**src/rtl/pipe_hazard_ctrl_if.sv**
```systemverilog
// Hazard-control bundle between the pipeline datapath and pipe_hazard_ctrl.
// The master drives the hazard inputs; the slave (controller) drives enables, state and counters.
interface pipe_hazard_ctrl_if #(
    parameter int STALL_CNT_W = 16,
    parameter int FLUSH_CNT_W = 8
);
    logic [2:0]             id_rs;
    logic [2:0]             id_rt;
    logic                   id_rs_used;
    logic                   id_rt_used;
    logic                   idex_Mem_read;
    logic [2:0]             idex_write_sel;
    logic                   branch_taken;
    logic                   mem_busy;
    logic                   halt_req;
    logic                   pc_en;
    logic                   ifid_en;
    logic                   idex_en;
    logic                   exmem_en;
    logic                   ifid_flush;
    logic                   idex_bubble;
    logic [2:0]             state_o;
    logic [STALL_CNT_W-1:0] stall_cnt;
    logic [FLUSH_CNT_W-1:0] flush_cnt;

    modport master (
        output id_rs, id_rt, id_rs_used, id_rt_used, idex_Mem_read, idex_write_sel,
               branch_taken, mem_busy, halt_req,
        input  pc_en, ifid_en, idex_en, exmem_en, ifid_flush, idex_bubble,
               state_o, stall_cnt, flush_cnt
    );

    modport slave (
        input  id_rs, id_rt, id_rs_used, id_rt_used, idex_Mem_read, idex_write_sel,
               branch_taken, mem_busy, halt_req,
        output pc_en, ifid_en, idex_en, exmem_en, ifid_flush, idex_bubble,
               state_o, stall_cnt, flush_cnt
    );
endinterface

```
**src/rtl/pipe_hazard_ctrl.sv**
```systemverilog
// Five-stage pipeline sequencing controller: load-use stalls, branch flushes,
// memory-wait freezes and halt, with saturating stall/flush event counters.
module pipe_hazard_ctrl #(
    parameter int STALL_CNT_W = 16,
    parameter int FLUSH_CNT_W = 8
) (
    input  logic               clk,
    input  logic               rst,
    pipe_hazard_ctrl_if.slave  bus
);

    typedef enum logic [2:0] {
        ST_RUN     = 3'd0,
        ST_LDUSE   = 3'd1,
        ST_MEMWAIT = 3'd2,
        ST_HALTED  = 3'd3
    } state_t;

    state_t                 r_state;
    state_t                 w_state_nxt;
    logic [STALL_CNT_W-1:0] r_stall_cnt;
    logic [FLUSH_CNT_W-1:0] r_flush_cnt;

    logic w_lu;
    logic w_lu_act;
    logic w_legal;
    logic w_pc_en;
    logic w_ifid_en;
    logic w_idex_en;
    logic w_exmem_en;
    logic w_ifid_flush;
    logic w_idex_bubble;
    logic w_flush_inc;

    function automatic logic [STALL_CNT_W-1:0] sat_inc_stall(input logic [STALL_CNT_W-1:0] v);
        return (&v) ? v : v + 1'b1;
    endfunction

    function automatic logic [FLUSH_CNT_W-1:0] sat_inc_flush(input logic [FLUSH_CNT_W-1:0] v);
        return (&v) ? v : v + 1'b1;
    endfunction

    assign w_lu = bus.idex_Mem_read &
                  ((bus.id_rs_used & (bus.id_rs == bus.idex_write_sel)) |
                   (bus.id_rt_used & (bus.id_rt == bus.idex_write_sel)));

    assign w_legal  = (r_state == ST_RUN) || (r_state == ST_LDUSE) ||
                      (r_state == ST_MEMWAIT) || (r_state == ST_HALTED);
    // The stalled consumer already waited one cycle in LDUSE; a re-check would double-stall.
    assign w_lu_act = w_lu && (r_state != ST_LDUSE) && (r_state != ST_MEMWAIT);

    always_comb begin
        w_pc_en       = 1'b1;
        w_ifid_en     = 1'b1;
        w_idex_en     = 1'b1;
        w_exmem_en    = 1'b1;
        w_ifid_flush  = 1'b0;
        w_idex_bubble = 1'b0;
        w_flush_inc   = 1'b0;
        w_state_nxt   = ST_RUN;
        if (rst) begin
            {w_pc_en, w_ifid_en, w_idex_en, w_exmem_en} = 4'b0000;
            w_ifid_flush  = 1'b1;
            w_idex_bubble = 1'b1;
        end else if (r_state == ST_HALTED) begin
            {w_pc_en, w_ifid_en, w_idex_en, w_exmem_en} = 4'b0000;
            w_state_nxt = ST_HALTED;
        end else begin
            if (bus.halt_req) begin
                {w_pc_en, w_ifid_en, w_idex_en, w_exmem_en} = 4'b0000;
                w_state_nxt = ST_HALTED;
            end else if (bus.mem_busy) begin
                {w_pc_en, w_ifid_en, w_idex_en, w_exmem_en} = 4'b0000;
                w_state_nxt = ST_MEMWAIT;
            end else if (bus.branch_taken) begin
                w_ifid_flush  = 1'b1;
                w_idex_bubble = 1'b1;
                w_flush_inc   = 1'b1;
            end else if (w_lu_act) begin
                w_pc_en       = 1'b0;
                w_ifid_en     = 1'b0;
                w_idex_bubble = 1'b1;
                w_state_nxt   = ST_LDUSE;
            end
            if (!w_legal) begin
                w_state_nxt = ST_RUN;
            end
        end
    end

    always_ff @(posedge clk or posedge rst) begin
        if (rst) begin
            r_state     <= ST_RUN;
            r_stall_cnt <= '0;
            r_flush_cnt <= '0;
        end else begin
            r_state <= w_state_nxt;
            if (!w_pc_en) begin
                r_stall_cnt <= sat_inc_stall(r_stall_cnt);
            end
            if (w_flush_inc) begin
                r_flush_cnt <= sat_inc_flush(r_flush_cnt);
            end
        end
    end

    assign bus.pc_en       = w_pc_en;
    assign bus.ifid_en     = w_ifid_en;
    assign bus.idex_en     = w_idex_en;
    assign bus.exmem_en    = w_exmem_en;
    assign bus.ifid_flush  = w_ifid_flush;
    assign bus.idex_bubble = w_idex_bubble;
    assign bus.state_o     = r_state;
    assign bus.stall_cnt   = r_stall_cnt;
    assign bus.flush_cnt   = r_flush_cnt;

endmodule

```
**src/flat_wrapper.sv**
```systemverilog
// flat-port wrapper written by rule: the top's interface ports become plain ports
module pipe_hazard_ctrl_flat 
#(
    parameter int STALL_CNT_W = 16,
    parameter int FLUSH_CNT_W = 8
)
  (clk, rst, bus_id_rs, bus_id_rt, bus_id_rs_used, bus_id_rt_used, bus_idex_Mem_read, bus_idex_write_sel, bus_branch_taken, bus_mem_busy, bus_halt_req, bus_pc_en, bus_ifid_en, bus_idex_en, bus_exmem_en, bus_ifid_flush, bus_idex_bubble, bus_state_o, bus_stall_cnt, bus_flush_cnt);
  pipe_hazard_ctrl_if #(.STALL_CNT_W(STALL_CNT_W), .FLUSH_CNT_W(FLUSH_CNT_W)) bus_i ();
  input  logic clk;
  input  logic rst;
  input wire logic [$bits(bus_i.id_rs)-1:0] bus_id_rs;
  input wire logic [$bits(bus_i.id_rt)-1:0] bus_id_rt;
  input wire logic [$bits(bus_i.id_rs_used)-1:0] bus_id_rs_used;
  input wire logic [$bits(bus_i.id_rt_used)-1:0] bus_id_rt_used;
  input wire logic [$bits(bus_i.idex_Mem_read)-1:0] bus_idex_Mem_read;
  input wire logic [$bits(bus_i.idex_write_sel)-1:0] bus_idex_write_sel;
  input wire logic [$bits(bus_i.branch_taken)-1:0] bus_branch_taken;
  input wire logic [$bits(bus_i.mem_busy)-1:0] bus_mem_busy;
  input wire logic [$bits(bus_i.halt_req)-1:0] bus_halt_req;
  output wire logic [$bits(bus_i.pc_en)-1:0] bus_pc_en;
  output wire logic [$bits(bus_i.ifid_en)-1:0] bus_ifid_en;
  output wire logic [$bits(bus_i.idex_en)-1:0] bus_idex_en;
  output wire logic [$bits(bus_i.exmem_en)-1:0] bus_exmem_en;
  output wire logic [$bits(bus_i.ifid_flush)-1:0] bus_ifid_flush;
  output wire logic [$bits(bus_i.idex_bubble)-1:0] bus_idex_bubble;
  output wire logic [$bits(bus_i.state_o)-1:0] bus_state_o;
  output wire logic [$bits(bus_i.stall_cnt)-1:0] bus_stall_cnt;
  output wire logic [$bits(bus_i.flush_cnt)-1:0] bus_flush_cnt;
  assign bus_i.id_rs = bus_id_rs;
  assign bus_i.id_rt = bus_id_rt;
  assign bus_i.id_rs_used = bus_id_rs_used;
  assign bus_i.id_rt_used = bus_id_rt_used;
  assign bus_i.idex_Mem_read = bus_idex_Mem_read;
  assign bus_i.idex_write_sel = bus_idex_write_sel;
  assign bus_i.branch_taken = bus_branch_taken;
  assign bus_i.mem_busy = bus_mem_busy;
  assign bus_i.halt_req = bus_halt_req;
  assign bus_pc_en = bus_i.pc_en;
  assign bus_ifid_en = bus_i.ifid_en;
  assign bus_idex_en = bus_i.idex_en;
  assign bus_exmem_en = bus_i.exmem_en;
  assign bus_ifid_flush = bus_i.ifid_flush;
  assign bus_idex_bubble = bus_i.idex_bubble;
  assign bus_state_o = bus_i.state_o;
  assign bus_stall_cnt = bus_i.stall_cnt;
  assign bus_flush_cnt = bus_i.flush_cnt;
  pipe_hazard_ctrl #(.STALL_CNT_W(STALL_CNT_W), .FLUSH_CNT_W(FLUSH_CNT_W)) u_core (.clk(clk), .rst(rst), .bus(bus_i));
endmodule
```
**config.mk**
```make
export PLATFORM = sky130hd
export DESIGN_NAME = pipe_hazard_ctrl_flat
export DESIGN_NICKNAME = d
export VERILOG_FILES = /design/src/rtl/pipe_hazard_ctrl_if.sv /design/src/rtl/pipe_hazard_ctrl.sv /design/src/flat_wrapper.sv
export SDC_FILE = /design/constraint.sdc
export NUM_CORES = 1
export LEC_CHECK = 0
export CAP_MARGIN = 20
export CORE_ASPECT_RATIO = 1.25
export CORE_MARGIN = 4
export CORE_UTILIZATION = 30
export DETAILED_ROUTE_END_ITERATION = 7
export SKIP_LAST_GASP = 1
export SYNTH_ARGS = -nofsm -noshare
export SYNTH_HDL_FRONTEND = slang
export SYNTH_SLANG_ARGS = --single-unit
export TNS_END_PERCENT = 1
```
**constraint.sdc**
```tcl
create_clock -name clk -period 2.34 [get_ports clk]
set_clock_uncertainty 0.1 [all_clocks]
set_input_delay 0.468 -clock clk [delete_from_list [all_inputs] [get_ports clk]]
set_output_delay 0.468 -clock clk [all_outputs]
set_load 0.02 [all_outputs]
```
# [Yosys cells after proc, flatten, opt, wreduce, memory -nomap -nowiden]
# Cells that the tools add are included.
[word_totals] regBits=27 latchBits=0 ram_bits=0 romBits=0 memories=0
[op_classes] addsub=2 mul=0 n_div=0 n_lt_le_gt_ge=0 n_eq_ne=7 shift=0 muxes=29 n_bitwise=7 n_reduce_logical=10
[op_table] op="2-to-1 mux 1 bit" count=23
[op_table] op="2-to-1 mux 3 bit" count=6
[op_table] op="adder 16 x 1 -> 16 bit, second input constant" count=1
[op_table] op="AND reduction 16 bit" count=1
[op_table] op="adder 8 x 1 -> 8 bit, second input constant" count=1
[op_table] op="AND reduction 8 bit" count=1
[op_table] op="equality test 3 x 2 -> 1 bit, second input constant" count=2
[op_table] op="equality test 3 bit" count=2
[op_table] op="AND reduction 2 bit" count=2
[op_table] op="bitwise AND 1 bit" count=3
[op_table] op="equality test 3 x 1 -> 1 bit, second input constant" count=1
[op_table] op="logical NOT 3 bit" count=1
[op_table] op="logical OR 1 bit" count=3
[op_table] op="inequality test 3 x 1 -> 1 bit, second input constant" count=1
[op_table] op="inequality test 3 x 2 -> 1 bit, second input constant" count=1
[op_table] op="inverter 1 bit" count=3
[op_table] op="logical AND 1 bit" count=2
[op_table] op="OR 1 bit" count=1

# [Longest topological paths before layout]
[depth] depth_word=14 depth_mapped=8 mapped_depth_nobuf=8

# [Worst setup path before layout]
# No wires, ideal clock.
[synth_timing] kind="input to output" from="input rst" to="output bus_pc_en" arrival_time_ns=2.270 path_slack_ns=-0.498 stages=5 path_buffers=2 cell_sequence="inv_1 -> nand2_1 -> clkbuf_1 -> nor2_1 -> buf_4"
[synth_via] elab_chain_len=1
[synth_rtl] item="start: declaration" line="flat_wrapper.sv:10" source="input logic rst;"
[synth_rtl] item="2-to-1 mux 1 bit"
[synth_rtl] item="end: declaration" line="flat_wrapper.sv:20" source="output wire logic [$bits(bus_i.pc_en)-1:0] bus_pc_en;"
# Every way passes these cells.

# [Final worst setup path]
[layout_timing] from="input bus_idex_write_sel[2]" to="output bus_pc_en"
[layout_via] elab_chain_len=12 word_cells_on_any_way=14 classes_between="eq/ne (2); mux (6); bitwise (4); reduce/logical (2)"
[layout_rtl] item="start: declaration" line="flat_wrapper.sv:16" source="input wire logic [$bits(bus_i.idex_write_sel)-1:0] bus_idex_write_sel;"
[layout_rtl] item="equality test 3 bit (on tied branches)" line="pipe_hazard_ctrl.sv:44, pipe_hazard_ctrl.sv:45"
[layout_rtl] item="bitwise AND 1 bit (on tied branches)" line="pipe_hazard_ctrl.sv:44, pipe_hazard_ctrl.sv:45"
[layout_rtl] item="OR 1 bit (*)" line="pipe_hazard_ctrl.sv:44" source="((bus.id_rs_used & (bus.id_rs == bus.idex_write_sel)) |"
[layout_rtl] item="bitwise AND 1 bit (*)" line="pipe_hazard_ctrl.sv:43" source="assign w_lu = bus.idex_Mem_read &"
[layout_rtl] item="logical AND 1 bit (*) (2 in series)" line="pipe_hazard_ctrl.sv:50" source="assign w_lu_act = w_lu && (r_state != ST_LDUSE) && (r_state != ST_MEMWAIT);"
[layout_rtl] item="2-to-1 mux 1 bit (*)" line="pipe_hazard_ctrl.sv:79" source="end else if (w_lu_act) begin"
[layout_rtl] item="2-to-1 mux 1 bit (*)" line="pipe_hazard_ctrl.sv:75" source="end else if (bus.branch_taken) begin"
[layout_rtl] item="2-to-1 mux 1 bit (*)" line="pipe_hazard_ctrl.sv:72" source="end else if (bus.mem_busy) begin"
[layout_rtl] item="2-to-1 mux 1 bit (*)" line="pipe_hazard_ctrl.sv:69" source="if (bus.halt_req) begin"
[layout_rtl] item="2-to-1 mux 1 bit (*)" line="pipe_hazard_ctrl.sv:65" source="end else if (r_state == ST_HALTED) begin"
[layout_rtl] item="2-to-1 mux 1 bit (*)" line="pipe_hazard_ctrl.sv:61" source="if (rst) begin"
# Every way passes the cells marked *; elsewhere a longest branch is shown, timed or not.

==> impl_metrics.yaml <==
logic_synthesis:
  yosys.area.top_type: "dfrtp_1"
  synthXorXnorAreaFrac_pct: 17.2
  postSynthCellCount: 126
  yosysWarnings: 0
  synth_fa_ha_area_share_pct: 1.75
  post-synth-top-count-cell: "dfrtp_1"
  synthDistinctLibCells: 34
  syn_area_per_cell_um2: 11.3
  syn_nets: 145
  synth_compound_area_share_pct: 13.6
  synth_edf_count: 0
  synth_seq_cells: 26
  synth_mux_area_share_pct: 2.37
  synthTopCellsByCount: "dfrtp_1 (26), xnor2_1 (25), and3_1 (7)"
  netlist_top_cells_area: "dfrtp_1 (46%), xnor2_1 (15%), o211ai_2 (3.5%), and3_1 (3.1%), o211ai_1 (2.6%)"
  yosysTopAreaCellShare_pct: 45.6
  synth_area_um2: 1430
  synth-main-ff-cell: "dfrtp_1"
  synthArstFlopShare_pct: 100
  ys_seq_area_share_pct: 45.6
  synth_top_family_by_area: "XOR/XNOR gates"
  synth_simple_gate_area_share_pct: 14.6
setup_path:
  rrSetupSlack_ps: 310
  cp-start-kind: "input port"
  critical_path_class: "in2out"
  critical_path_buf_inv_count: 2
  cp.required_ps: 1770
  crit_family: "buffers and inverters"
  worst_setup_path_end_kind: "primary output"
  cp.arrival_ps: 2010
  path_depth: 6
  cp_max_fo: 2
  cp_cell_sequence: "clkdlybuf4s50_1 > xnor2_1 > nand4_1 > a211oi_4 > nor2_1 > dlygate4sd2_1"
  cp_slowest_cell: "clkdlybuf4s50_1"
  slowest_delay_ps: 510
  rr_worst_depth: 5
  rr_endpoint: "u_core.bus.stall_cnt[1]"
  r2r-start: "u_core.bus.stall_cnt[0]"
timing:
  min_period_over_period_pct: 110
  hold_slack_ps: 426
  rsz0062_at_grt: "true"
  finalSetupViolCount: 3
  setup_slack_ps: -240
  hold_violations: 0
  fin_crit_ps: 2580
  max_clock_freq_ghz: 0.388
  slew_violations: 0
  fin_setup_tns_ps: -652
routing:
  dr.pass1.iters: 4
  vias: 1141
  routed_via_density: 4.75
  avgRoutedWirePerCell_um: 14.1
  wirelength_um: 3370
  drt-initial-drc-count: 28
  ant_nets: 0
  drc: 0
global_routing:
  antenna_found_initial: 0
  grtUsageTotal_pct: 11.4
  grt.met2_usage_pct: 20.4
  busiest_layer: "met2"
  grt_util_met3_pct: 2.37
  grt_use_met1_pct: 13.3
  grt_start_max_net_pins: 17
  grt_pass1_wl_um: 5550
  grt_pass1_vias: 1190
  grt-ovfl-total: 0
clock_network:
  cts_setup_buffers: 0
  post_cts_resized: 5
  cts_made_buffers: 3
  cts.root.buffer_cell: "clkbuf_8"
  holdBufCountCts: 0
  clk_pin_slew_worst_paths_ps: 90
  clock_path_buffers: 2
  htreeDepth: 1
  cts.sinks: 26
  worstSkewPairLatency_ps: 270
  cts_tree: "yes"
finish:
  fin_util_pct: 46.0
  area_growth_pct: 44.9
  n_fill_cell: 446
  layout-drive-gt1-share_pct: 16.5
  fin_nets: 203
  antennaDiodeCount: 0
  fin_cells: 240
hold_path:
  holdPathStages: 1
  hp-class: "reg2reg"
  hold_path_end: "u_core.bus.stall_cnt[15]"
  min_from: "u_core.bus.stall_cnt[15]"
die:
  num_rows: 27
  num_io_pins: 50
  initial_core_util_pct: 31.7
  die_area_um2: 5930
  die_x_um: 69.7
  die_h_um: 85.1
  coreArea_um2: 4490
placed_design:
  gp_congestion: 0.807
  preCtsSetupSlack_ps: -482
  dp_hpwl_um: 2740
  placedCellCount: 237
  buffer_ports.inserted: 48
power_and_ir_drop:
  power_density_nw_per_um2: 740
  peakVddDrop_uv: 191
  p_leak_nw: 0.870
outcome:
  violations: "setup timing"
  run_status: "finished with violations"
job:
  drv_cap: 0
[logic make-up (layout without fill, tap and decap cells)]
| family | count (synthesis) | count (layout) |
|---|---|---|
| compound gates | 21 | 21 |
| xor+xnor | 28 | 28 |
| fa+ha+maj | 2 | 2 |
| buf+inv | 10 | 66 |
| flops | 26 | 26 |
| mux | 3 | 3 |
| other cells | 1 | 1 |
| simple gates | 35 | 35 |
[power breakdown]
| group | switching, mW | internal [mW] |
|---|---|---|
| registers | 0.128 | 0.546 |
| logic | 0.282 | 0.323 |
| clock network | 0.135 | 0.115 |
| total | 0.546 | 0.984 |
[routing by layer]
metal / wire length (um) / vias to the layer above / share of wire, %
met5: 0 / - / 0
met4: 57 / 0 / 1.7
met3: 169 / 5 / 5.0
met2: 1720 / 33 / 51
met1: 1430 / 539 / 42
li1: - / 564 / -
[stage by stage]
step	power (mW)	area (um^2)
final	1.53	2070
after global routing	1.63	2070
after CTS	1.55	2060
after detailed placement	1.30	2030
after global placement	1.29	2030
after floorplan	1.01	1440
[worst max path at each step]
stage                          start          end  slack (ps)
2_1_floorplan                    rst    bus_pc_en          20
3_3_place_gp   bus_idex_write_sel[2]    bus_pc_en        -450
3_5_place_dp   bus_idex_write_sel[0]    bus_pc_en        -480
4_1_cts        bus_idex_write_sel[0]    bus_pc_en        -260
5_1_grt        bus_idex_write_sel[0]  bus_ifid_en        -320
6_report       bus_idex_write_sel[2]    bus_pc_en        -240
[flip-flops by register name (all words and copies together) (netlist names)]
name,flops
u_core.bus.flush_cnt,8
u_core.bus.stall_cnt,16
u_core.bus.state_o,2
[final cells by class]
cell class                      instances  area, um^2  area share, %
Sequential cell                        26         651           31.5
Timing Repair Buffer                   60         567           27.4
Multi-Input combinational cell         90         721           34.9
Clock buffer                            3        41.3           2.00
Tap cell                               58        72.6           3.51
Inverter                                3        15.0          0.726
[cell usage in the layout, fill, tap and decap left out, types with 2 or more instances in the layout]
cell / n
a21oi_1: 3
and3_1: 7
buf_4: 12
clkbuf_8: 3
clkdlybuf4s50_1: 42
dfrtp_1: 26
dlygate4sd2_1: 5
ha_1: 2
inv_1: 2
mux2_2: 3
nand2_1: 4
nand2b_1: 2
nand3_1: 5
nand4_1: 5
nor2_1: 2
nor3_1: 2
o2111ai_1: 3
o2111ai_2: 2
o211ai_1: 5
o211ai_2: 4
xnor2_1: 25
xor2_1: 3
Note: power is estimated with default switching activity, not from simulation.
